**config.mk**
```make
export PLATFORM = sky130hd
export DESIGN_NAME = vis_centroid_flat
export DESIGN_NICKNAME = d
export VERILOG_FILES = /design/src/rtl/vis_centroid_if.sv /design/src/rtl/vis_centroid.sv /design/src/flat_wrapper.sv
export SDC_FILE = /design/constraint.sdc
export NUM_CORES = 1
export LEC_CHECK = 0
export CORE_UTILIZATION = 30
export DETAILED_ROUTE_END_ITERATION = 7
export HOLD_SLACK_MARGIN = 0.12
export PLACE_DENSITY_LB_ADDON = 0.15
export SYNTH_ARGS = -nofsm -noshare
export SYNTH_HDL_FRONTEND = slang
export SYNTH_SLANG_ARGS = --single-unit
```
**constraint.sdc**
```tcl
create_clock -name clk -period 9.2 [get_ports clk]
set_input_delay 1.84 -clock clk [delete_from_list [all_inputs] [get_ports clk]]
set_output_delay 1.84 -clock clk [all_outputs]
set_load 0.03 [all_outputs]
```
**src/rtl/vis_centroid_if.sv**
```systemverilog
`default_nettype none
// ============================================================================
// Module   : vis_centroid_if
// Purpose  : Video-in / centroid-out signal bundle for vis_centroid.
// Revision : 1.0
// ============================================================================
interface vis_centroid_if;
    logic        de;
    logic        hsync;
    logic        vsync;
    logic        mask;
    logic [10:0] x_center;
    logic [10:0] y_center;
    logic        obj_found;
    logic        ctr_valid;

    modport master (
        output de, hsync, vsync, mask,
        input  x_center, y_center, obj_found, ctr_valid
    );

    modport slave (
        input  de, hsync, vsync, mask,
        output x_center, y_center, obj_found, ctr_valid
    );
endinterface
`default_nettype wire

```
**src/rtl/vis_centroid.sv**
```systemverilog
`default_nettype none
// ============================================================================
// Module   : vis_centroid
// Purpose  : Per-frame mask centroid via image moments and restoring division.
// Revision : 1.0
// ============================================================================
module vis_centroid #(
    parameter int IMG_W    = 64,
    parameter int IMG_H    = 64,
    parameter int MIN_AREA = 1
) (
    input  logic          clk,
    input  logic          rst,
    vis_centroid_if.slave vif
);

    localparam logic [10:0] c_x_rst    = 11'(IMG_W / 2);
    localparam logic [10:0] c_y_rst    = 11'(IMG_H / 2);
    localparam logic [23:0] c_min_area = 24'(MIN_AREA);
    localparam logic [10:0] c_sat      = 11'h7FF;
    localparam logic [4:0]  c_last_bit = 5'd31;

    typedef enum logic [1:0] {
        S_IDLE  = 2'd0,
        S_DIV_X = 2'd1,
        S_DIV_Y = 2'd2,
        S_DONE  = 2'd3
    } state_t;

    state_t      state_q, state_d;
    logic        de_prev_q, de_prev_d;
    logic        vsync_prev_q, vsync_prev_d;
    logic        armed_q, armed_d;
    logic [10:0] x_q, x_d, y_q, y_d;
    logic [23:0] m00_q, m00_d;
    logic [31:0] m10_q, m10_d, m01_q, m01_d;
    logic [23:0] cap00_q, cap00_d;
    logic [31:0] cap10_q, cap10_d, cap01_q, cap01_d;
    logic [31:0] quo_q, quo_d;
    logic [23:0] rem_q, rem_d;
    logic [4:0]  cnt_q, cnt_d;
    logic [10:0] qx_q, qx_d, qy_q, qy_d;
    logic        found_q, found_d;
    logic [10:0] x_center_q, x_center_d, y_center_q, y_center_d;
    logic        obj_found_q, obj_found_d;
    logic        ctr_valid_q, ctr_valid_d;

    logic        w_pix;
    logic        w_vs_rise;
    logic        w_de_fall;
    logic [23:0] w_m00_sum;
    logic [31:0] w_m10_sum, w_m01_sum;
    logic        w_cap_ok;
    logic [24:0] w_rem_shift;
    logic        w_ge;
    logic [23:0] w_rem_next;
    logic [31:0] w_quo_next;
    logic        w_unused_hsync;

    assign w_unused_hsync = vif.hsync;

    // armed_q masks a spurious edge when vsync is already high coming out of reset
    assign w_pix     = vif.de & vif.mask;
    assign w_vs_rise = vif.vsync & ~vsync_prev_q & armed_q;
    assign w_de_fall = ~vif.de & de_prev_q;

    // Sums include the current pixel so a pixel coinciding with the edge is captured
    assign w_m00_sum = m00_q + {23'd0, w_pix};
    assign w_m10_sum = m10_q + (w_pix ? {21'd0, x_q} : 32'd0);
    assign w_m01_sum = m01_q + (w_pix ? {21'd0, y_q} : 32'd0);
    assign w_cap_ok  = (w_m00_sum != 24'd0) && (w_m00_sum >= c_min_area);

    // Remainder stays below the 24-bit divisor, so 24-bit subtraction is exact
    assign w_rem_shift = {rem_q, quo_q[31]};
    assign w_ge        = (w_rem_shift >= {1'b0, cap00_q});
    assign w_rem_next  = w_ge ? (w_rem_shift[23:0] - cap00_q) : w_rem_shift[23:0];
    assign w_quo_next  = {quo_q[30:0], w_ge};

    always_comb begin
        state_d      = state_q;
        de_prev_d    = vif.de;
        vsync_prev_d = vif.vsync;
        armed_d      = 1'b1;
        x_d          = x_q;
        y_d          = y_q;
        m00_d        = w_m00_sum;
        m10_d        = w_m10_sum;
        m01_d        = w_m01_sum;
        cap00_d      = cap00_q;
        cap10_d      = cap10_q;
        cap01_d      = cap01_q;
        quo_d        = quo_q;
        rem_d        = rem_q;
        cnt_d        = cnt_q;
        qx_d         = qx_q;
        qy_d         = qy_q;
        found_d      = found_q;
        x_center_d   = x_center_q;
        y_center_d   = y_center_q;
        obj_found_d  = obj_found_q;
        ctr_valid_d  = 1'b0;

        if (vif.de) begin
            if (x_q != c_sat) x_d = x_q + 11'd1;
        end else if (w_de_fall) begin
            x_d = 11'd0;
        end

        if (w_vs_rise) begin
            y_d = 11'd0;
        end else if (w_de_fall && (y_q != c_sat)) begin
            y_d = y_q + 11'd1;
        end

        if (w_vs_rise) begin
            m00_d = 24'd0;
            m10_d = 32'd0;
            m01_d = 32'd0;
        end

        case (state_q)
            S_IDLE: begin
                if (w_vs_rise) begin
                    cap00_d = w_m00_sum;
                    cap10_d = w_m10_sum;
                    cap01_d = w_m01_sum;
                    found_d = w_cap_ok;
                    if (w_cap_ok) begin
                        quo_d   = w_m10_sum;
                        rem_d   = 24'd0;
                        cnt_d   = 5'd0;
                        state_d = S_DIV_X;
                    end else begin
                        state_d = S_DONE;
                    end
                end
            end
            S_DIV_X: begin
                quo_d = w_quo_next;
                rem_d = w_rem_next;
                cnt_d = cnt_q + 5'd1;
                if (cnt_q == c_last_bit) begin
                    qx_d    = w_quo_next[10:0];
                    quo_d   = cap01_q;
                    rem_d   = 24'd0;
                    cnt_d   = 5'd0;
                    state_d = S_DIV_Y;
                end
            end
            S_DIV_Y: begin
                quo_d = w_quo_next;
                rem_d = w_rem_next;
                cnt_d = cnt_q + 5'd1;
                if (cnt_q == c_last_bit) begin
                    qy_d    = w_quo_next[10:0];
                    state_d = S_DONE;
                end
            end
            S_DONE: begin
                ctr_valid_d = 1'b1;
                obj_found_d = found_q;
                if (found_q) begin
                    x_center_d = qx_q;
                    y_center_d = qy_q;
                end
                state_d = S_IDLE;
            end
            default: state_d = S_IDLE;
        endcase
    end

    always_ff @(posedge clk) begin
        if (rst) begin
            state_q      <= S_IDLE;
            de_prev_q    <= 1'b0;
            vsync_prev_q <= 1'b0;
            armed_q      <= 1'b0;
            x_q          <= 11'd0;
            y_q          <= 11'd0;
            m00_q        <= 24'd0;
            m10_q        <= 32'd0;
            m01_q        <= 32'd0;
            cap00_q      <= 24'd0;
            cap10_q      <= 32'd0;
            cap01_q      <= 32'd0;
            quo_q        <= 32'd0;
            rem_q        <= 24'd0;
            cnt_q        <= 5'd0;
            qx_q         <= 11'd0;
            qy_q         <= 11'd0;
            found_q      <= 1'b0;
            x_center_q   <= c_x_rst;
            y_center_q   <= c_y_rst;
            obj_found_q  <= 1'b0;
            ctr_valid_q  <= 1'b0;
        end else begin
            state_q      <= state_d;
            de_prev_q    <= de_prev_d;
            vsync_prev_q <= vsync_prev_d;
            armed_q      <= armed_d;
            x_q          <= x_d;
            y_q          <= y_d;
            m00_q        <= m00_d;
            m10_q        <= m10_d;
            m01_q        <= m01_d;
            cap00_q      <= cap00_d;
            cap10_q      <= cap10_d;
            cap01_q      <= cap01_d;
            quo_q        <= quo_d;
            rem_q        <= rem_d;
            cnt_q        <= cnt_d;
            qx_q         <= qx_d;
            qy_q         <= qy_d;
            found_q      <= found_d;
            x_center_q   <= x_center_d;
            y_center_q   <= y_center_d;
            obj_found_q  <= obj_found_d;
            ctr_valid_q  <= ctr_valid_d;
        end
    end

    assign vif.x_center  = x_center_q;
    assign vif.y_center  = y_center_q;
    assign vif.obj_found = obj_found_q;
    assign vif.ctr_valid = ctr_valid_q;

endmodule
`default_nettype wire

```
**src/flat_wrapper.sv**
```systemverilog
// flat-port wrapper written by rule: the top's interface ports become plain ports
module vis_centroid_flat 
#(
    parameter int IMG_W    = 64,
    parameter int IMG_H    = 64,
    parameter int MIN_AREA = 1
)
  (clk, rst, vif_de, vif_hsync, vif_vsync, vif_mask, vif_x_center, vif_y_center, vif_obj_found, vif_ctr_valid);
  vis_centroid_if vif_i ();
  input  logic clk;
  input  logic rst;
  input wire logic [$bits(vif_i.de)-1:0] vif_de;
  input wire logic [$bits(vif_i.hsync)-1:0] vif_hsync;
  input wire logic [$bits(vif_i.vsync)-1:0] vif_vsync;
  input wire logic [$bits(vif_i.mask)-1:0] vif_mask;
  output wire logic [$bits(vif_i.x_center)-1:0] vif_x_center;
  output wire logic [$bits(vif_i.y_center)-1:0] vif_y_center;
  output wire logic [$bits(vif_i.obj_found)-1:0] vif_obj_found;
  output wire logic [$bits(vif_i.ctr_valid)-1:0] vif_ctr_valid;
  assign vif_i.de = vif_de;
  assign vif_i.hsync = vif_hsync;
  assign vif_i.vsync = vif_vsync;
  assign vif_i.mask = vif_mask;
  assign vif_x_center = vif_i.x_center;
  assign vif_y_center = vif_i.y_center;
  assign vif_obj_found = vif_i.obj_found;
  assign vif_ctr_valid = vif_i.ctr_valid;
  vis_centroid #(.IMG_W(IMG_W), .IMG_H(IMG_H), .MIN_AREA(MIN_AREA)) u_core (.clk(clk), .rst(rst), .vif(vif_i));
endmodule
```
; After elaboration in Yosys (flattened, before gate mapping)
; Cells that the tools add are included.
[totals]
elab_cells = 86
in_bits = 6
out_inout_bits = 24
ff_bits = 279
[op_classes]
n_reduce_logical = 14
n_eq_ne = 11
n_lt_le_gt_ge = 2
n_bitwise = 6
n_mux = 25
addsub = 7
[op_table]
columns = operator, count
row1 = two-way mux 24 bit, 4
row2 = two-way mux 32 bit, 3
row3 = case mux 32 bit (3 select lines), 1
row4 = case mux 24 bit (3 select lines), 1
row5 = adder 32 bit, 2
row6 = two-way mux 11 bit, 5
row7 = greater-or-equal comparator 25 x 24 -> 1 bit, 1
row8 = adder 24 x 1 -> 24 bit, 1
row9 = greater-or-equal comparator 24 x 1 -> 1 bit (second input constant), 1
row10 = nonzero test 24 bit, 1
row11 = subtractor 24 bit, 1
row12 = adder 11 x 1 -> 11 bit (second input constant), 2
row13 = != test 11 bit (second input constant), 2
row14 = two-way mux 5 bit, 3
row15 = case mux 5 bit (3 select lines), 1
row16 = != test 2 x 1 -> 1 bit (second input constant), 5
row17 = AND reduction 2 bit, 5
row18 = two-way mux 2 bit, 4
row19 = case mux 2 bit (4 select lines), 1
row20 = AND reduction 3 bit, 2
row21 = adder 5 x 1 -> 5 bit (second input constant), 1
row22 = equality test 5 bit (second input constant), 1
row23 = AND 1 bit, 4
row24 = equality test 2 bit (second input constant), 2
row25 = other kinds (8), 11

; Logic depth before layout (Yosys ltp)
[logic_depth]
word_depth = 7
depth_mapped = 15

; Worst setup path before layout
; OpenSTA, ideal clock, no wires.
[synth_timing]
path_kind = in2reg
startpoint = in vif_de
endpoint = reg u_core.cap01_q[22]
arrival_time_ns = 4.649
path_slack_ns = 4.465
setup_ns = 0.086
t_required_ns = 9.114
stages = 14
cell_sequence = clkbuf_1 and3_1 ha_1 inv_1 fa_1 nor2b_1 o21ai_0 a21boi_0 o31ai_1 a21boi_0 a31oi_1 nor4_1 xnor2_1 a211oi_1
[synth_via]
elab_chain_cells = 3
[synth_lines]
columns = item, line
row1 = start: declaration, flat_wrapper.sv:12  ; input wire logic [$bits(vif_i.de)-1:0] vif_de;
row2 = AND 1 bit, vis_centroid.sv:63  ; assign w_pix = vif.de & vif.mask;
row3 = two-way mux 11 bit, vis_centroid.sv:70  ; assign w_m01_sum = m01_q + (w_pix ? {21'd0, y_q} : 32'd0);
row4 = adder 32 bit, vis_centroid.sv:70
row5 = end signal: assignment, vis_centroid.sv:208  ; cap01_q <= cap01_d;
row6 = end: declaration, vis_centroid.sv:38  ; logic [31:0] cap10_q, cap10_d, cap01_q, cap01_d;
; No other way between the ends.
; A chain may end at the register's enable or synchronous reset.

; Worst setup path after layout
[layout_timing]
startpoint = in vif_de
endpoint = reg u_core.quo_q[11]
[layout_via]
elab_chain_cells = 6
word_cells_on_any_way = 12
[layout_lines]
columns = item, line
row1 = AND 1 bit (*), vis_centroid.sv:63
row2 = adder 24 x 1 -> 24 bit or two-way mux 11 bit (tied branches), "vis_centroid.sv:68, vis_centroid.sv:69"
row3 = "greater-or-equal comparator 24 x 1 -> 1 bit, or another cell as far along", vis_centroid.sv:71  ; assign w_cap_ok = (w_m00_sum != 24'd0) && (w_m00_sum >= c_min_area);
row4 = logical AND 1 bit or two-way mux 32 bit (tied branches), "vis_centroid.sv:71, vis_centroid.sv:128"
row5 = != test 2 x 1 -> 1 bit (no line) or two-way mux 32 bit (tied branches), --
row6 = AND reduction 3 bit (no line) or case mux 32 bit (3 select lines) (tied branches), --
row7 = end signal: assignment, vis_centroid.sv:209  ; quo_q <= quo_d;
row8 = end: declaration, vis_centroid.sv:39  ; logic [31:0] quo_q, quo_d;
; Every way passes the cells marked *; elsewhere a longest branch is shown, timed or not. The select of a mux whose other input is x is not followed.

==> summary.txt <==
Outcome
  • Status: finished clean

Timing
  • Hold Violations, Final: 0
  • Worst slew margin: approximately a quarter
  • Final setup violating endpoints: 0
  • Fmax: 163 MHz
  • Max-slew violations: 0
  • Hold_ws: around 0.45 ns
  • Slew @ Worst Pin: between 1 and 1.5 ns
  • RSZ-0062 raised after global routing: false
  • Worst clock skew: between 0.015 and 0.02 ns
  • Fin crit period: roughly 6 ns
  • Final period utilization: approximately two thirds
  • Setup TNS: 0 ns

Finish
  • Share of cells above drive strength 1: around 5.5%
  • Filler instances: between 4000 and 5000
  • Most frequent cells in the layout: 279 x dfxtp_1, 230 x nand2_1, 173 x nor2_1, 157 x a21oi_1, 84 x o21ai_0
  • Multi-input combinational cell area: between 7000 and 8000 sq um
  • Area grow syn2layout: 13.1%
  • Register area: 5590 sq um
  • Nets@finish: 1747
  • Commonest non-fill, non-tap cell in the layout: dfxtp_1
  • Ant. Diodes: 0

CTS
  • CTS buffer count: 34
  • H-tree depth: 2
  • CTS sink cnt: around 280
  • CTS max path bufs: 3
  • Worst-Skew Late Latency: 0.54 ns
  • CTS tree: built
  • CTS clk-pin slew, worst paths: roughly 0.060 ns
  • Setup Fix Bufs, Post-CTS: 0
  • Post_cts resized: 0
  • Clock root buffer: clkbuf_16
  • Hold Buf Count CTS: 0

Global routing
  • GR Util met2: ~24%
  • Grt peak-use layer: met2
  • Vias in the first global route: between 10000 and 15000
  • GRT overflow: 0
  • Routing usage on met1: around 21%
  • First-pass GRT wire length: roughly 59000 um
  • Grt met3 use: 2.96%
  • Total GRT Usage: 15.4%
  • Initial antenna violation count: 0
  • Largest net degree at the start of global routing: between 80 and 90

Pwr
  • Sw Pwr: ~1.3 mW
  • Clock power frac: between 30% and 40%
  • P per Cell Area: between 200 and 250 nW/um^2
  • Sequential power share: 35.7%
  • Gate power share: 27.0%
  • Peak supply drop: between 0.1 and 0.15 mV
  • Sw frac: between 30 and 40%
  • P_leak: between 5 and 6 nW
  • Internal power: 2.47 mW

Floorplan
  • Die Y: about 220 um
  • Core Box Area: between 40000 and 50000 sq um
  • Num rows: approximately 80
  • Ports: 30
  • Starting density of the core: a little under a third
  • Die X: around 220 um
  • Die Area: 47400 sq um

Routing
  • DRT antenna net count: 0
  • Final WL: 36200 um
  • First drt pass iteration count: 4
  • Via-to-Cell Ratio: approximately 5.0
  • DRC violations left: 0
  • DRT iter0 DRCs: 624
  • Vias: around 11000
  • Post-DR wirelength/cell: 15.7 um

Synthesis
  • Sequential area share after synthesis: 40.1%
  • Post-Synth Adder-Cell Area: roughly 5.5%
  • Main combinational cell family by area after synthesis: simple AND/OR/NAND/NOR gates
  • Simple-Gate Fraction of Synth Area: 23.6%
  • Mapped Area: between 10000 and 15000 sq um
  • Mux contribution to synthesized area: 1.58%
  • Syn Area/Cell: ~8.2 sq um
  • Yosys reg bits: approximately 280
  • Post-synthesis compound-gate area fraction: 17.5%
  • Number of synthesized flops with an enable pin: 0
  • Xor/xnor share of the synthesized area: 6.72%
  • Mapped Cells: approximately 1700
  • Mapped Nets: between 1500 and 2000
  • Synth warn: 0
  • Async S/R FF share, synth: 0%
  • Top_reg_cell synth: dfxtp_1
  • Netlist cell types: 71

Worst setup path
  • Crit path max-delay family: simple AND/OR/NAND/NOR gates
  • Startpoint Class: input port
  • Highest-delay cell along the critical path: buf_4
  • Critical path class: in2reg
  • Crit path largest cell delay: 0.64 ns
  • CP Capture Type: flip-flop
  • Critical path required time: between 9 and 10 ns
  • WP buf/inv: 3
  • Arr. time, crit path: roughly 6.5 ns
  • R2R Setup Slk: roughly 5.3 ns
  • Worst path cell trace: clkdlybuf4s50_1, buf_4, and2_1, ha_1, ha_1, nand2_1, or4_1, a32oi_1, nand4_1, or4_4, o21ai_4, buf_4, mux2i_1, nor2_1
  • Critical path peak fanout: 61

Placement
  • DP Wirelength: 24100 um
  • GPL Wtd Cong: ~0.8
  • IO buf count: 28

Hold path
  • HP Class: reg2reg

Flow run
  • Max-cap violation count: 0
[power groups by stage]
stage,combinational [mW],clock [mW],sequential [mW]
global route,1.13,1.49,1.34
finish,1.00,1.39,1.33
detailed placement,1.01,0,1.36
global placement,1.01,0,1.36
CTS,1.01,1.44,1.33
floorplan,0.833,0,1.34
[cells in the mapped netlist, types with 4 or more instances]
master,number,area [sq um]
xor2_1,52,455
ha_1,56,701
nor2_1,173,649
a221oi_1,9,78.8
nor3b_1,4,30.0
clkbuf_1,77,289
buf_6,9,101
nand2_1,231,867
nand4_1,32,200
nand3_1,46,230
or3_1,20,125
a31o_2,4,35.0
nor2b_1,11,68.8
or2_2,4,25.0
and4_1,7,61.3
o22ai_1,5,31.3
buf_2,11,55.1
inv_1,54,203
nand2b_1,7,43.8
and2_1,47,294
a211oi_1,44,330
dfxtp_1,279,5590
nor4_1,10,62.6
a21o_1,7,52.6
a311oi_1,6,52.6
a41oi_1,4,35.0
and3_1,48,300
buf_1,6,22.5
o211ai_1,4,30.0
o21a_1,8,60.1
mux2i_1,22,220
nor3_1,23,115
o21ai_0,84,420
or4_1,5,37.5
a31oi_1,10,62.6
a22o_1,12,105
a21oi_1,157,786
a22oi_1,14,105
xnor2_1,55,482
[state kept, by name, summed over array words and instances, names as in the netlist, 2 cells and up]
| signal | cells |
|---|---|
| u_core.cap01_q | 32 |
| u_core.m01_q | 32 |
| u_core.m10_q | 32 |
| u_core.quo_q | 32 |
| u_core.cap00_q | 24 |
| u_core.m00_q | 24 |
| u_core.rem_q | 24 |
| u_core.qx_q | 11 |
| u_core.qy_q | 11 |
| u_core.vif.x_center | 11 |
| u_core.vif.y_center | 11 |
| u_core.x_q | 11 |
| u_core.y_q | 11 |
| u_core.cnt_q | 5 |
| u_core.state_q | 2 |
[kinds of logic after synthesis]
logic type | count (synthesis)
compound gates | 397
xor+xnor | 107
fa+ha+maj | 59
buf+inv | 161
flops | 279
mux | 22
simple gates | 684
[metal layers]
layer	share of wire (%)	vias to the layer above
met1	51	5385
met4	1.7	0
li1	-	5905
met5	0	-
met2	44	140
met3	3.4	41
[worst register-to-register path: cells and delay by family (launching register included)]
kind,cells,cell delay [ns]
adder cells (fa/ha/maj),2,0.54
AO/OA/AOI/OAI,2,0.68
flip-flops,1,0.31
buffers and inverters,1,0.65
AND/OR/NAND/NOR,5,1.27
multiplexers,1,0.30
[final timing paths]
path,start,end,depth (start not counted)
worst min register to register,u_core.vif.y_center[10],u_core.vif.y_center[10],2
worst max-delay path,vif_de,u_core.quo_q[11],14
worst max register to register,u_core.m00_q[0],u_core.quo_q[11],11
worst min-delay path,u_core.vif.y_center[10],u_core.vif.y_center[10],2
[area by class of cell]
type / count / area share [%]
clock inverters: 5 / 0.317
multi-input cells: 1269 / 48.6
well taps: 600 / 4.76
flip-flops and latches: 279 / 35.4
repair buffers: 43 / 2.47
clock buffers: 55 / 7.12
inverters: 55 / 1.31
[through the flow]
step           power [mW]  worst slack [ns]  instance area (sq um)  util [%]  std cells
4_1_cts              3.78              3.11                  15800      34.6       2306
6_report             3.72              3.06                  15800      34.6       2306
3_3_place_gp         2.36              2.56                  14600      32.0       2246
3_5_place_dp         2.36              2.55                  14600      32.0       2246
2_1_floorplan        2.17              4.47                  13900         -       1709
5_1_grt              3.96              2.78                  15800      34.6       2306
(Power assumes the default switching activity.)
